==> config.mk <==
export PLATFORM = sky130hd
export DESIGN_NAME = shift_cmd_sequencer_flat
export DESIGN_NICKNAME = d
export VERILOG_FILES = /design/src/rtl/shift_cmd_if.sv /design/src/rtl/shift_cmd_sequencer.sv /design/src/flat_wrapper.sv
export SDC_FILE = /design/constraint.sdc
export NUM_CORES = 1
export LEC_CHECK = 0
export ABC_AREA = 1
export CAP_MARGIN = 20
export CORE_MARGIN = 3
export CORE_UTILIZATION = 54
export CTS_CLUSTER_DIAMETER = 200
export DETAILED_ROUTE_END_ITERATION = 10
export PLACE_DENSITY = 0.83
export RECOVER_POWER = 100
export SLEW_MARGIN = 10
export SYNTH_ARGS = -nofsm -noshare
export SYNTH_HDL_FRONTEND = slang
export SYNTH_SLANG_ARGS = --single-unit
==> constraint.sdc <==
create_clock -name clk -period 2.4 [get_ports clk]
set_input_delay 0.36 -clock clk [delete_from_list [all_inputs] [get_ports clk]]
set_output_delay 0.36 -clock clk [all_outputs]
set_load 0.02 [all_outputs]
==> src/rtl/shift_cmd_if.sv <==
// Command channel into shift_cmd_sequencer: valid/ready handshake plus op, count and data.
interface shift_cmd_if #(
    parameter int unsigned CNT_W = 3
) ();
    logic             cmd_valid;
    logic             cmd_ready;
    logic [1:0]       cmd_op;
    logic [CNT_W-1:0] cmd_count;
    logic [3:0]       cmd_data;

    modport master (output cmd_valid, cmd_op, cmd_count, cmd_data, input cmd_ready);
    modport slave  (input cmd_valid, cmd_op, cmd_count, cmd_data, output cmd_ready);
endinterface

==> src/rtl/shift_cmd_sequencer.sv <==
// Sequences hold/shift/load commands onto a 4-bit universal shift register and mirrors its contents.
// Optional macro SHIFT_CMD_ROTATE_EN: ops 01/10 rotate the mirrored register instead of filling from cmd_data.
module shift_cmd_sequencer #(
    parameter int unsigned CNT_W = 3
) (
    input  logic        clk,
    input  logic        reset,
    shift_cmd_if.slave  cmd,
    output logic [1:0]  select,
    output logic        shift_right,
    output logic        shift_left,
    output logic [3:0]  parallel_in,
    output logic [3:0]  shadow_q,
    output logic        busy,
    output logic        done
);
    localparam logic [1:0] OP_HOLD  = 2'b00;
    localparam logic [1:0] OP_SHR   = 2'b01;
    localparam logic [1:0] OP_SHL   = 2'b10;
    localparam logic [1:0] OP_LOAD  = 2'b11;

    typedef enum logic [1:0] {
        ST_IDLE = 2'd0,
        ST_RUN  = 2'd1,
        ST_DONE = 2'd2
    } state_t;

    state_t           r_state, w_state_nxt;
    logic [CNT_W-1:0] r_cnt, w_cnt_nxt;
    logic [1:0]       r_idx, w_idx_nxt;
    logic [1:0]       r_op, w_op_nxt;
    logic [3:0]       r_data, w_data_nxt;

    logic [1:0]       r_select, w_sel_nxt;
    logic             r_shift_right, w_sr_nxt;
    logic             r_shift_left, w_sl_nxt;
    logic [3:0]       r_parallel_in, w_pin_nxt;
    logic [3:0]       r_shadow, w_shadow_nxt;
    logic             r_busy, r_done;

    logic             w_run;
    logic [1:0]       w_run_op;
    logic [3:0]       w_run_data;
    logic [1:0]       w_run_idx;

    assign cmd.cmd_ready = (r_state == ST_IDLE);
    assign select        = r_select;
    assign shift_right   = r_shift_right;
    assign shift_left    = r_shift_left;
    assign parallel_in   = r_parallel_in;
    assign shadow_q      = r_shadow;
    assign busy          = r_busy;
    assign done          = r_done;

    // Downstream register model, driven by the outputs currently on the wires
    always_comb begin
        case (r_select)
            OP_SHR:  w_shadow_nxt = {r_shift_right, r_shadow[3:1]};
            OP_SHL:  w_shadow_nxt = {r_shadow[2:0], r_shift_left};
            OP_LOAD: w_shadow_nxt = r_parallel_in;
            default: w_shadow_nxt = r_shadow;
        endcase
    end

    always_ff @(posedge clk or posedge reset) begin
        if (reset) r_state <= ST_IDLE;
        else       r_state <= w_state_nxt;
    end

    // Next state, counter bookkeeping and the output values for the upcoming cycle
    always_comb begin
        w_state_nxt = r_state;
        w_cnt_nxt   = r_cnt;
        w_idx_nxt   = r_idx;
        w_op_nxt    = r_op;
        w_data_nxt  = r_data;
        w_run       = 1'b0;
        w_run_op    = r_op;
        w_run_data  = r_data;
        w_run_idx   = r_idx;
        w_sel_nxt   = OP_HOLD;
        w_sr_nxt    = 1'b0;
        w_sl_nxt    = 1'b0;
        w_pin_nxt   = 4'b0000;

        case (r_state)
            ST_IDLE: begin
                if (cmd.cmd_valid) begin
                    w_op_nxt   = cmd.cmd_op;
                    w_data_nxt = cmd.cmd_data;
                    w_idx_nxt  = 2'd1;
                    if (cmd.cmd_op != OP_LOAD && cmd.cmd_count == '0) begin
                        w_state_nxt = ST_DONE;
                        w_cnt_nxt   = '0;
                    end else begin
                        w_state_nxt = ST_RUN;
                        w_cnt_nxt   = (cmd.cmd_op == OP_LOAD) ? CNT_W'(1) : cmd.cmd_count;
                        w_run       = 1'b1;
                        w_run_op    = cmd.cmd_op;
                        w_run_data  = cmd.cmd_data;
                        w_run_idx   = 2'd0;
                    end
                end
            end
            ST_RUN: begin
                // Zero is treated like one so the counter can never wrap
                if (r_cnt == CNT_W'(1) || r_cnt == '0) begin
                    w_state_nxt = ST_DONE;
                    w_cnt_nxt   = '0;
                end else begin
                    w_cnt_nxt = r_cnt - CNT_W'(1);
                    w_idx_nxt = r_idx + 2'd1;
                    w_run     = 1'b1;
                end
            end
            ST_DONE: w_state_nxt = ST_IDLE;
            default: w_state_nxt = ST_IDLE;
        endcase

        if (w_run) begin
            w_sel_nxt = w_run_op;
            case (w_run_op)
`ifdef SHIFT_CMD_ROTATE_EN
                OP_SHR:  w_sr_nxt = w_shadow_nxt[0];
                OP_SHL:  w_sl_nxt = w_shadow_nxt[3];
`else
                OP_SHR:  w_sr_nxt = w_run_data[w_run_idx];
                OP_SHL:  w_sl_nxt = w_run_data[w_run_idx];
`endif
                OP_LOAD: w_pin_nxt = w_run_data;
                default: ;
            endcase
        end
    end

    always_ff @(posedge clk or posedge reset) begin
        if (reset) begin
            r_cnt         <= '0;
            r_idx         <= 2'd0;
            r_op          <= OP_HOLD;
            r_data        <= 4'b0000;
            r_select      <= OP_HOLD;
            r_shift_right <= 1'b0;
            r_shift_left  <= 1'b0;
            r_parallel_in <= 4'b0000;
            r_shadow      <= 4'b0000;
            r_busy        <= 1'b0;
            r_done        <= 1'b0;
        end else begin
            r_cnt         <= w_cnt_nxt;
            r_idx         <= w_idx_nxt;
            r_op          <= w_op_nxt;
            r_data        <= w_data_nxt;
            r_select      <= w_sel_nxt;
            r_shift_right <= w_sr_nxt;
            r_shift_left  <= w_sl_nxt;
            r_parallel_in <= w_pin_nxt;
            r_shadow      <= w_shadow_nxt;
            r_busy        <= (w_state_nxt != ST_IDLE);
            r_done        <= (w_state_nxt == ST_DONE);
        end
    end
endmodule

==> src/flat_wrapper.sv <==
// flat-port wrapper written by rule: the top's interface ports become plain ports
module shift_cmd_sequencer_flat 
#(
    parameter int unsigned CNT_W = 3
)
  (clk, reset, select, shift_right, shift_left, parallel_in, shadow_q, busy, done, cmd_cmd_valid, cmd_cmd_op, cmd_cmd_count, cmd_cmd_data, cmd_cmd_ready);
  shift_cmd_if #(.CNT_W(CNT_W)) cmd_i ();
  input  logic clk;
  input  logic reset;
  output logic [1:0] select;
  output logic shift_right;
  output logic shift_left;
  output logic [3:0] parallel_in;
  output logic [3:0] shadow_q;
  output logic busy;
  output logic done;
  input wire logic [$bits(cmd_i.cmd_valid)-1:0] cmd_cmd_valid;
  input wire logic [$bits(cmd_i.cmd_op)-1:0] cmd_cmd_op;
  input wire logic [$bits(cmd_i.cmd_count)-1:0] cmd_cmd_count;
  input wire logic [$bits(cmd_i.cmd_data)-1:0] cmd_cmd_data;
  output wire logic [$bits(cmd_i.cmd_ready)-1:0] cmd_cmd_ready;
  assign cmd_i.cmd_valid = cmd_cmd_valid;
  assign cmd_i.cmd_op = cmd_cmd_op;
  assign cmd_i.cmd_count = cmd_cmd_count;
  assign cmd_i.cmd_data = cmd_cmd_data;
  assign cmd_cmd_ready = cmd_i.cmd_ready;
  shift_cmd_sequencer #(.CNT_W(CNT_W)) u_core (.clk(clk), .reset(reset), .cmd(cmd_i), .select(select), .shift_right(shift_right), .shift_left(shift_left), .parallel_in(parallel_in), .shadow_q(shadow_q), .busy(busy), .done(done));
endmodule
=== Yosys cells after proc, flatten, opt, wreduce, memory -nomap -nowiden ===
Index checks and enable logic that the tools add are counted.

* Add/sub/neg operators: 2
* Magnitude comparators: 1
* Equal/unequal tests: 13
* Multiplexer cells: 35
* Reduce and logical (&&, ||, !) cells: 11

{| class="wikitable"
|+ Operator list
! kind !! count
|-
| 2-to-1 mux 2 bit || 12
|-
| 2-to-1 mux 4 bit || 5
|-
| equality test 2 bit, second input constant || 6
|-
| 2-to-1 mux 3 bit || 4
|-
| case mux 4 bit (3 select lines) || 1
|-
| 2-to-1 mux 1 bit || 8
|-
| case mux 2 bit (2 select lines) || 2
|-
| equality test 2 x 1 -> 1 bit, second input constant || 3
|-
| zero test 3 bit || 2
|-
| inequality test 2 bit, second input constant || 3
|-
| case mux 3 bit (2 select lines) || 1
|-
| AND reduction 2 bit || 2
|-
| nonzero test 2 bit || 2
|-
| equality test 3 x 1 -> 1 bit, second input constant || 1
|-
| less-than comparator 2 x 3 -> 1 bit, second input constant || 1
|-
| AND reduction 3 bit || 1
|-
| nonzero test 3 bit || 1
|-
| subtractor 3 x 1 -> 3 bit, second input constant || 1
|-
| adder 2 x 1 -> 2 bit, second input constant || 1
|-
| binary-select mux 1 bit (select 2 bit) || 1
|-
| zero test 2 bit || 1
|-
| case mux 1 bit (2 select lines) || 1
|-
| logical AND 1 bit || 1
|-
| logical OR 1 bit || 1
|}

* Bits in registers: 27
* Input bits: 12
* Output and inout port bits: 15
* Logic and storage cells: 74

=== Depth between registers and ports, before layout ===
* Depth after elaboration: 9
* Mapped depth: 11
* Depth with buffers taken out: 10

=== Least setup slack after synthesis ===
Ideal clock, no wire load.

* Path kind: reg2reg
* Start point: register u_core.r_cnt[0]
* End point: register u_core.r_parallel_in[3], in the netlist u_core.parallel_in[3]
* Setup time: 71 ps
* Arrival time: 1345 ps
* Data required time: 2329 ps
* Slack: 984 ps
* Stages on the path, launching flop included: 10
* Clock period less this slack: 1416 ps
* Cell sequence: dfrtp_1 inv_1 ha_1 o21bai_1 nand2_1 nand2_1 inv_2 nor2_2 nand2_2 nor2_1

* Word-level cells in the longest chain between the ends: 5
* Elaborated cells between the ends (all ways): 6
* Classes of those cells: eq/ne: 1; mux: 3; reduce/logical: 2

{| class="wikitable"
|+ Ends and longest elaborated chain
! element !! RTL line !! text
|-
| from (decl) || shift_cmd_sequencer.sv:29 || <nowiki>logic [CNT_W-1:0] r_cnt, w_cnt_nxt;</nowiki>
|-
| from (signal assigned) || shift_cmd_sequencer.sv:150 || <nowiki>r_cnt <= w_cnt_nxt;</nowiki>
|-
| equality test 3 x 1 -> 1 bit / zero test 3 bit (equally long branches) || shift_cmd_sequencer.sv:107 || <nowiki>if (r_cnt == CNT_W'(1) || r_cnt == '0) begin</nowiki>
|-
| logical OR 1 bit * || shift_cmd_sequencer.sv:107 ||
|-
| 2-to-1 mux 1 bit * || shift_cmd_sequencer.sv:107 ||
|-
| case mux 1 bit (2 select lines) * || shift_cmd_sequencer.sv:86 || <nowiki>case (r_state)</nowiki>
|-
| 2-to-1 mux 4 bit * || shift_cmd_sequencer.sv:120 || <nowiki>if (w_run) begin</nowiki>
|-
| named net u_core.w_pin_nxt[3] || shift_cmd_sequencer.sv:37 || <nowiki>logic [3:0] r_parallel_in, w_pin_nxt;</nowiki>
|-
| to (signal assigned) || shift_cmd_sequencer.sv:157 || <nowiki>r_parallel_in <= w_pin_nxt;</nowiki>
|-
| to (decl) || shift_cmd_sequencer.sv:37 ||
|}

The timed path passes the listed nets; every way through them passes the cells marked *.
A chain may end at the register's enable or synchronous reset.

=== Worst setup path in the final report ===
* Start point: register u_core.r_state[1]
* End point: output port cmd_cmd_ready

* Word-level cells in the longest chain between the ends: 1

{| class="wikitable"
|+ Ends and longest elaborated chain
! element !! RTL line !! text
|-
| from (decl) || shift_cmd_sequencer.sv:28 || <nowiki>state_t r_state, w_state_nxt;</nowiki>
|-
| from (signal assigned) || shift_cmd_sequencer.sv:67 || <nowiki>else r_state <= w_state_nxt;</nowiki>
|-
| zero test 2 bit || shift_cmd_sequencer.sv:46 || <nowiki>assign cmd.cmd_ready = (r_state == ST_IDLE);</nowiki>
|-
| to (decl) || flat_wrapper.sv:21 || <nowiki>output wire logic [$bits(cmd_i.cmd_ready)-1:0] cmd_cmd_ready;</nowiki>
|}

No other way between the ends.

==> flow_results.org <==
** Run status
- Run status :: finished, final reports clean

** STA
- Total Negative Setup Slacks :: 0 ps
- The routed design could run at a clock period as short as ~2000 ps.
- Final worst-path cycle share :: 83.3%
- Highest achievable clock rate :: 0.500 GHz
- For the pin with the worst max-slew slack, the measured transition is 1390 ps.
- Final setup violation count :: 0
- Minimum setup slack in the final design :: around 400 ps
- In this run the tightest slew margin relative to its limit is ~7.5%.
- Final Slew Violations :: 0
- Across all hold checks on the routed design, the worst slack comes to about 520 ps.
- Number of endpoints with negative hold slack in the final report :: 0
- RSZ-0062 raised after global routing :: no
- Clock skew on the completed layout was measured at 2.56 ps.

** Min path
- Hold path start :: u_core.r_data[3]
- The worst hold path terminates at u_core.r_data[3].
- The tightest min-delay check is of the register to register type.
- Counting instances, the worst hold path has a depth of 2.

** CTS
- CTS Hold Bufs :: 0
- The clock drives 27 sinks.
- Clock tree from TritonCTS :: yes
- Setup bufs post-CTS :: 0
- Number of buffers inserted during clock tree synthesis :: 3
- Worst-skew pair later-pin latency :: 320 ps
- CTS built an H-tree with a depth of 1.
- Clock tree root buffer cell :: sky130_fd_sc_hd__clkbuf_4
- The clock passes through at most 2 buffers.
- The number of gates resized after CTS was 0.
- Clock slew seen by the registers of the worst setup and hold paths :: ~140 ps

** Synth
- Dominant cells by area after synthesis :: sky130_fd_sc_hd__dfrtp_1 50%, sky130_fd_sc_hd__nand2_1 9.7%, sky130_fd_sc_hd__inv_1 7.8%
- The netlist uses 28 different library cells.
- The synthesized netlist occupies a cell area of approximately 1300 µm².
- After synthesis, the largest area contributor takes up about half of total cell area.
- A synthesized cell averages 8.22 µm².
- Of all cell types, the one taking the most synthesized area is sky130_fd_sc_hd__dfrtp_1.
- Counting every instance in the synthesized netlist gives approximately 160.
- Net count after synthesis :: around 180
- Synth warnings :: 0
- Counting flops and latches in the post-synthesis netlist gives 27.
- Part of the Yosys area used for sequential elements :: 50.1%

** Detailed routing
- Post-detailed-route count of antenna-violating nets :: 0
- Summed over all layers, the routed wires come to 2730 µm.
- Number of vias per cell :: 5.17
- Before antenna repair, the detailed router went through 4 iterations.
- The first routing iteration left 25 violations.
- # DRC :: 0
- Total number of vias :: ~1100
- Average routed wire per standard cell :: ~12 µm

** Power
- Power, Total :: between 2 and 2.5 mW
- In this run the power density over the cells is around 1300 nW/µm².
- Max IR drop VDD :: between 0.0006 and 0.0007 V
- Leakage power total :: 0.867 nW

** Global route
- Total global-route track usage :: 18.3%
- Summed over all layers, the global routing overflow is 0.
- The first global-routing pass estimated around 4500 µm of wire.
- Pin count of the biggest net entering global routing :: 28
- The number of global-route vias before repair was 1079.
- The number of antenna violations at the first check in global routing is 0.

** Cells and area
- Post-layout net count :: 208
- The finished layout holds 220 standard cells, fillers aside.
- Compared with the post-synthesis result, the final layout area differs by 22.2%.
- Post-layout instance area :: around 1600 µm²
- Counting the fill cells in the layout gives 193.
- Commonest non-fill, non-tap cells in the layout :: 36 x sky130_fd_sc_hd__nand2_1, 29 x sky130_fd_sc_hd__inv_1, 27 x sky130_fd_sc_hd__dfrtp_1
- Most frequent standard cell in the layout excluding fill and tap cells :: sky130_fd_sc_hd__nand2_1
- Of the cells placed in the final design, the portion with a size suffix greater than 1 is ~6.3%.
- Post-layout util :: between 70 and 80%
- Number of diodes :: 0

** Die
- Pin placement for this block handled 27 I/O pins.
- Overall die area :: approximately 3100 µm²
- From bottom edge to top edge, the die measures between 50 and 60 µm.
- For this configuration, the core starts out at a cell density of between 50% and 60%.
- Floorplan Core Area :: 2300 µm²
- Row generation in the floorplan step produced 17 rows.
- Overall die width :: approximately 56 µm

** Worst setup path
- The most critical setup path has its startpoint at u_core.r_state[1].
- The worst setup path is launched from a register.
- Flop2flop setup slack :: approximately 600 ps
- Buffers & Inverters on Critical Path :: 3
- The setup path with the least slack is of type register to primary output.
- Kind of end point of the critical path :: primary output
- For this design, the slowest cell found on the critical path is sky130_fd_sc_hd__dlygate4sd3_1.
- The endpoint identified for the worst register-to-register timing path is u_core.parallel_in[2].
- The critical path goes through inv_1 -> nand2_1 -> inv_1 -> dlygate4sd3_1.
- Beginning of the worst register-to-register path :: u_core.r_cnt[0]
- STA puts the critical path data arrival time at 1640 ps.
- The worst register-to-register path has a depth of 9.
- Largest driver fanout on the critical path :: 2
- The critical path crosses 4 cells after its start point.
- By instance count, the cell type seen most on the critical path is sky130_fd_sc_hd__inv_1.
- Peak per-stage delay on the critical path :: 670 ps
- In this design, the largest share of critical-path delay is due to buffers and inverters.
- Worst endpoint required time :: between 2000 and 2500 ps

** Placed design
- Once placement completed, the tool counted placed cells totaling 216.
- Summed over all nets, the half-perimeter wirelength after detailed placement is between 2000 and 2500 µm.
- At the end of routability-driven placement, the weighted congestion stood at 0.931.
- In this run the tool buffered the top-level ports with 26 buffer cells.
- Timing analysis after detailed placement gives a worst setup slack of ~470 ps.
- Instance area at placement :: between 1500 and 2000 µm²

** Job
- Across the run, the number of max-cap violations was 0.
## Yosys cell counts
cell type                  count
sky130_fd_sc_hd__a21oi_1       3
sky130_fd_sc_hd__a31oi_1       3
sky130_fd_sc_hd__a32oi_1       1
sky130_fd_sc_hd__a41oi_1       1
sky130_fd_sc_hd__buf_2         1
sky130_fd_sc_hd__buf_6         1
sky130_fd_sc_hd__clkbuf_1      1
sky130_fd_sc_hd__dfrtp_1      27
sky130_fd_sc_hd__ha_1          3
sky130_fd_sc_hd__inv_1        28
sky130_fd_sc_hd__inv_2         2
sky130_fd_sc_hd__mux2i_1       1
sky130_fd_sc_hd__nand2_1      35
sky130_fd_sc_hd__nand2_2       2
sky130_fd_sc_hd__nand2_4       2
sky130_fd_sc_hd__nand3_1      12
sky130_fd_sc_hd__nand3_2       1
sky130_fd_sc_hd__nor2_1       18
sky130_fd_sc_hd__nor2_2        2
sky130_fd_sc_hd__nor2_4        1
sky130_fd_sc_hd__o21ai_0      11
sky130_fd_sc_hd__o21ai_1       1
sky130_fd_sc_hd__o21ai_2       1
sky130_fd_sc_hd__o21bai_1      1
sky130_fd_sc_hd__o221ai_1      1
sky130_fd_sc_hd__o22ai_1       2
sky130_fd_sc_hd__or2_2         1
sky130_fd_sc_hd__xor2_1        1
## layer usage
layer  vias up  global-route usage, %  part of all wire, %
met3         9                   2.32                  5.4
met1       521                   20.8                   41
met2        37                   34.1                   51
li1        570                      -                    -
met4         0                   7.46                  2.3
met5         -                      0                    0
## area by class of cell
class	count	area (µm²)	area share (%)
Tap cell	28	35.0	2.13
Clock buffer	3	22.5	1.37
Inverter	30	113	6.84
Clock inverter	1	5.00	0.304
Timing Repair Buffer	27	264	16.0
Sequential cell	27	676	41.0
Multi-Input combinational cell	104	532	32.3
## worst max path at each step
stage,to,slack (ps)
finish,cmd_cmd_ready,400
global route,cmd_cmd_ready,320
CTS,cmd_cmd_ready,470
detailed placement,u_core.parallel_in[0],470
global placement,u_core.parallel_in[0],550
floorplan,u_core.parallel_in[3],980
## worst reg2reg max path, cell delays in order (launching register included)
cell	delay, ps
sky130_fd_sc_hd__dfrtp_1	400
sky130_fd_sc_hd__inv_1	90
sky130_fd_sc_hd__ha_1	200
sky130_fd_sc_hd__o21bai_1	220
sky130_fd_sc_hd__nand2_1	160
sky130_fd_sc_hd__nand2_1	130
sky130_fd_sc_hd__inv_1	60
sky130_fd_sc_hd__nor2_1	190
sky130_fd_sc_hd__nand2_1	160
sky130_fd_sc_hd__nor2_1	130
## logic make-up (layout without fill, tap and decap cells)
family          count (synthesis)  after routing  synth area share (%)
compound gates                 25             25                  11.0
xor+xnor                        1              1                 0.650
fa+ha+maj                       3              3                  2.79
buf+inv                        33             61                  9.84
flops                          27             27                  50.1
mux                             1              1                 0.743
simple gates                   74             74                  24.8
## state kept, by name, indices dropped and copies added, names as in the netlist, 2 cells and up
name and cells:
u_core.parallel_in 4, u_core.r_data 4, u_core.shadow_q 4, u_core.select 2, u_core.r_op 2, u_core.r_cnt 3, u_core.r_state 2, u_core.r_idx 2
## where the power goes
part	internal [mW]	total, mW	switching [mW]
clock	0.0625	0.194	0.131
combinational	0.413	1.11	0.698
sequential	0.652	0.785	0.133
total	1.13	2.09	0.962
Power figures use the tool's default switching activity.
